File: src/rtl/alu_pkg.sv
// Shared constants for the MIPS-style ALU: control-code width and opcode encodings.
package alu_pkg;

  localparam int ALU_CTRL_W = 3;

  localparam logic [ALU_CTRL_W-1:0] ALU_AND  = 3'b000;
  localparam logic [ALU_CTRL_W-1:0] ALU_OR   = 3'b001;
  localparam logic [ALU_CTRL_W-1:0] ALU_ADD  = 3'b010;
  localparam logic [ALU_CTRL_W-1:0] ALU_XOR  = 3'b011;
  localparam logic [ALU_CTRL_W-1:0] ALU_NOR  = 3'b100;
  localparam logic [ALU_CTRL_W-1:0] ALU_SLTU = 3'b101;
  localparam logic [ALU_CTRL_W-1:0] ALU_SUB  = 3'b110;
  localparam logic [ALU_CTRL_W-1:0] ALU_SLT  = 3'b111;

endpackage

File: src/rtl/alu_addsub.sv
// Shared WIDTH-bit adder/subtractor; subtraction is A + ~B + 1 through the same carry chain.
module alu_addsub #(
  parameter int WIDTH = 32
) (
  input  logic [WIDTH-1:0] a,
  input  logic [WIDTH-1:0] b,
  input  logic             sub,
  output logic [WIDTH-1:0] sum,
  output logic             carry_out,
  output logic             overflow
);

  logic [WIDTH-1:0] b_eff;
  logic [WIDTH:0]   full;

  assign b_eff = sub ? ~b : b;
  assign full  = {1'b0, a} + {1'b0, b_eff} + {{WIDTH{1'b0}}, sub};

  assign sum       = full[WIDTH-1:0];
  assign carry_out = full[WIDTH];
  // Using the inverted B covers both ADD and SUB with the same-sign rule.
  assign overflow  = (a[WIDTH-1] == b_eff[WIDTH-1]) && (sum[WIDTH-1] != a[WIDTH-1]);

endmodule

File: src/rtl/alu.sv
// 32-bit MIPS-style ALU: result mux over logic/arith/compare ops, one registered stage
// carrying Result, Zero and Overflow together.
module alu
  import alu_pkg::*;
#(
  parameter int WIDTH = 32
) (
  input  logic                  clock,
  input  logic                  reset,
  input  logic [WIDTH-1:0]      A,
  input  logic [WIDTH-1:0]      B,
  input  logic [ALU_CTRL_W-1:0] ALUctr,
  output logic [WIDTH-1:0]      Result,
  output logic                  Zero,
  output logic                  Overflow
);

  logic [WIDTH-1:0] sum;
  logic             carry_out, add_ovf, sub;
  logic [WIDTH-1:0] result_d, result_q;
  logic             zero_d, zero_q;
  logic             overflow_d, overflow_q;

  assign sub = (ALUctr == ALU_SUB) || (ALUctr == ALU_SLT) || (ALUctr == ALU_SLTU);

  alu_addsub #(.WIDTH(WIDTH)) u_addsub (
    .a         (A),
    .b         (B),
    .sub       (sub),
    .sum       (sum),
    .carry_out (carry_out),
    .overflow  (add_ovf)
  );

  always_comb begin
    result_d   = '0;
    overflow_d = 1'b0;
    case (ALUctr)
      ALU_AND:  result_d = A & B;
      ALU_OR:   result_d = A | B;
      ALU_ADD:  begin result_d = sum; overflow_d = add_ovf; end
      ALU_XOR:  result_d = A ^ B;
      ALU_NOR:  result_d = ~(A | B);
      // No carry out of A + ~B + 1 means a borrow, i.e. A < B unsigned.
      ALU_SLTU: result_d = {{(WIDTH-1){1'b0}}, ~carry_out};
      ALU_SUB:  begin result_d = sum; overflow_d = add_ovf; end
      // Sign of the difference is wrong exactly when the subtraction overflowed.
      ALU_SLT:  result_d = {{(WIDTH-1){1'b0}}, sum[WIDTH-1] ^ add_ovf};
      default:  result_d = '0;
    endcase
    zero_d = (result_d == '0);
  end

  always_ff @(posedge clock) begin
    if (reset) begin
      result_q   <= '0;
      zero_q     <= 1'b1;
      overflow_q <= 1'b0;
    end else begin
      result_q   <= result_d;
      zero_q     <= zero_d;
      overflow_q <= overflow_d;
    end
  end

  assign Result   = result_q;
  assign Zero     = zero_q;
  assign Overflow = overflow_q;

endmodule

File: config.mk
export PLATFORM = sky130hd
export DESIGN_NAME = alu
export DESIGN_NICKNAME = d
export VERILOG_FILES = /design/src/rtl/alu_pkg.sv /design/src/rtl/alu_addsub.sv /design/src/rtl/alu.sv
export SDC_FILE = /design/constraint.sdc
export NUM_CORES = 1
export LEC_CHECK = 0
export ABC_AREA = 0
export BUFFER_PORTS_ARGS = -buffer_cell sky130_fd_sc_hd__buf_2
export CAP_MARGIN = 40
export CORE_ASPECT_RATIO = 1.2
export CORE_UTILIZATION = 45
export DETAILED_ROUTE_END_ITERATION = 10
export PLACE_DENSITY = 0.72
export SYNTH_ARGS = -nofsm -noshare
export SYNTH_HDL_FRONTEND = slang
export SYNTH_SLANG_ARGS = --single-unit
File: constraint.sdc
create_clock -name clock -period 4.6 [get_ports clock]
set_input_delay 0.46 -clock clock [delete_from_list [all_inputs] [get_ports clock]]
set_output_delay 0.46 -clock clock [all_outputs]
set_load 0.1 [all_outputs]
==> flow_summary_export.csv <==
group,metric,value,unit
outcome,status,"completed",
synthesis,synth_fp_nets,930,
global_routing,antenna_found_initial,0,
synthesis,synthDistinctLibCells,66,
routing,vias,5859,
pwr,ir_drop,0.0001465,V
finish,drive_above_1_share,0.1603,
pwr,switching_share,0.4945,
run,maxCapViolations,0,
sta,max_slew_margin,0.4457,
sta,worstMarginPinSlew,0.8314,ns
clocking,cts_root_buffer,"clkbuf_16",
synthesis,yosys.area.top_type,"ha_1",
sta,fin_crit_sh,0.8527,
placed_design,place.gp.congestion,0.9602,
synthesis,ys_seq_elements,34,
floorplan,rows,44,
sta,timing.final.crit_period,3.922,ns
routing,drt-pass1-iter-count,5,
synthesis,yosysSeqAreaShare,0.1209,
worst_hold_path,hp-class,"primary input to flip-flop",
critical_path,end_kind,"flip-flop",
pwr,p_int,0.8855,mW
critical_path,critPathRequiredTime,4.84,ns
critical_path,critPathLaunchType,"primary input",
synthesis,synth-edff-count,0,
clocking,cts-resized-gates,0,
pwr,seq_power_share,0.188,
sta,rsz0062_at_grt,"no",
routing,drtIter0Drc,306,
clocking,clk_pin_slew_worst_paths,0.07,ns
clocking,cts.sinks,34,
sta,finalHoldViolations,0,
clocking,cts_tree,"built",
clocking,htree_levels,2,
finish,final_common_cell,"buf_2",
floorplan,die-area,12960,sq um
floorplan,die_y,124.5,um
synthesis,synth_cells,765,
worst_hold_path,min_path_cells,4,
clocking,ctsHoldBuffers,0,
clocking,clockBufferDepth,2,
floorplan,dieWidth,104.1,um
placed_design,place_inst,995,
routing,route.met3.wl,854,um
synthesis,synth.avg_cell_area,7.357,sq um
sta,fmax,0.2549,GHz
critical_path,arrival,4.16,ns
critical_path,cp_max_fo,17,
routing,routed-wl-met2,8078,um
sta,tns,0,ns
pwr,p_sw,0.8664,mW
global_routing,grt_pass1_vias,5681,
placed_design,dp_hpwl,12940,um
pwr,clockPowerShare,0.209,
sta,finalSetupViolCount,0,
routing,drt-total-wl,16850,um
finish,seq_area,680.7,sq um
synthesis,synthArstFlopShare,0,
finish,antennaDiodeCount,0,
global_routing,grt_usage,0.2610,
floorplan,start_util,0.4626,
clocking,numCtsBuffers,5,
global_routing,grt_pass1_wl,27370,um
floorplan,coreArea,12170,sq um
sta,slew_violations,0,
finish,stdcell_count,1003,
routing,topRoutingLayerUsed,"met4",
placed_design,numPortBuffers,102,
synthesis,yosysTopAreaCellShare,0.2112,
finish,layout_common_cells,"buf_2, ha_1, inv_1",
finish,final_nets,1006,
worst_hold_path,worstHoldStart,"A[31]",
clocking,post_cts_buffers,0,
routing,vias_per_cell,5.841,
sta,fin_hold_ws,0.5912,ns
synthesis,synth_area_leaders,"ha_1, dfxtp_1, xnor2_1",
worst_hold_path,hold_end,"Overflow$_SDFF_PP0_",
synthesis,synthesis.area,5628,sq um
pwr,powerDensity,273.9,nW/um^2
critical_path,worstSetupPathType,"primary input to flip-flop",
synthesis,ys_warn_count,0,
routing,met1Wirelength,7243,um
pwr,p_leak,3.253,nW
floorplan,ioPinCount,103,
global_routing,grt_max_degree,65,
routing,drc,0,
finish,multi_input_area,4447,sq um
finish,fillers,1252,
pwr,p_total,1.752,mW
synthesis,ys.flop_type,"dfxtp_1",
routing,post_drt_wl_per_cell,16.80,um
finish,syn_to_final_growth,13.65,%
routing,ant_nets,0,
global_routing,overflow,0,
pwr,combPwrFrac,0.603,
[per-stage QoR]
stage / instance area (sq um) / util / setup WS [ns]
after floorplan: 5628 / - / 0.6297
after global placement: 6245 / 0.5133 / 0.4267
after detailed placement: 6245 / 0.5133 / 0.3773
after CTS: 6396 / 0.5257 / 0.6767
after global routing: 6396 / 0.5257 / 0.2897
final: 6396 / 0.5257 / 0.6776
[flip-flops by register name, summed over array words and instances (netlist names)]
signal / count
Result: 32
Zero: 1
Overflow: 1
[routing by layer]
metal	GRT usage	up-vias
li1	-	2884
met1	0.3169	2721
met3	0.04082	42
met4	0.1277	0
met2	0.4455	212
met5	0	-
[Yosys cell counts (6+ instances only)]
cell type	instances
nor3_1	13
a21o_1	17
xnor2_1	40
nor4_1	6
nand4_1	10
a31oi_1	10
o22ai_1	6
o21a_1	9
a21oi_1	41
xor2_1	6
a211o_1	9
o21ai_0	37
or3_1	7
clkbuf_1	28
and2_1	12
dfxtp_1	34
a211oi_1	11
ha_1	95
o21bai_1	6
buf_1	6
and3_1	10
nand3_1	11
inv_1	90
nand2_1	53
a22oi_1	20
nor2_1	60
a221oi_1	11
nand2b_1	14
mux2i_1	15
[power groups by stage]
| stage | combinational, mW | sequential [mW] | clock [mW] |
|---|---|---|---|
| global route | 1.15 | 0.332 | 0.392 |
| finish | 1.06 | 0.329 | 0.366 |
| floorplan | 0.595 | 0.545 | 0 |
| global placement | 1.03 | 0.335 | 0 |
| detailed placement | 1.04 | 0.336 | 0 |
| CTS | 1.05 | 0.330 | 0.370 |
[worst max path at each step]
stage	start	endpoint	slack (ns)	cells past startpoint
floorplan	ALUctr[0]	Zero$_SDFF_PP1_	0.63	15
global placement	ALUctr[0]	Zero$_SDFF_PP1_	0.43	16
detailed placement	ALUctr[0]	Zero$_SDFF_PP1_	0.38	16
CTS	ALUctr[0]	Zero$_SDFF_PP1_	0.68	16
global route	ALUctr[0]	Zero$_SDFF_PP1_	0.29	16
finish	ALUctr[0]	Zero$_SDFF_PP1_	0.68	16
[cell type report]
class | instances | area share
flip-flops and latches | 34 | 0.1064
multi-input cells | 599 | 0.6952
inverters | 90 | 0.05282
clock inverters | 2 | 0.001956
well taps | 161 | 0.03149
repair buffers | 111 | 0.09038
clock buffers | 6 | 0.02171
[worst max-delay path, stage by stage]
cell	delay, ns
buf_2	0.12
o21ai_4	0.18
buf_4	0.32
xnor2_1	0.19
inv_1	0.09
fa_1	0.44
nor2b_1	0.22
o31a_1	0.21
o21ai_0	0.10
a31o_2	0.28
a2111o_1	0.29
nor4_1	0.33
nand4_1	0.20
nor4_1	0.32
and4_1	0.26
a41o_1	0.17
[logic make-up after synthesis]
family,count (synthesis),synth area share
muxes,20,0.03668
and+or+nand+nor,211,0.1830
AOI/OAI and AO/OA,226,0.2824
xor gates and xnor gates,46,0.07159
buffers and inverters,132,0.09070
DFF,34,0.1209
adders and majority gates,96,0.2148
Note: power is estimated with default switching activity, not from simulation.
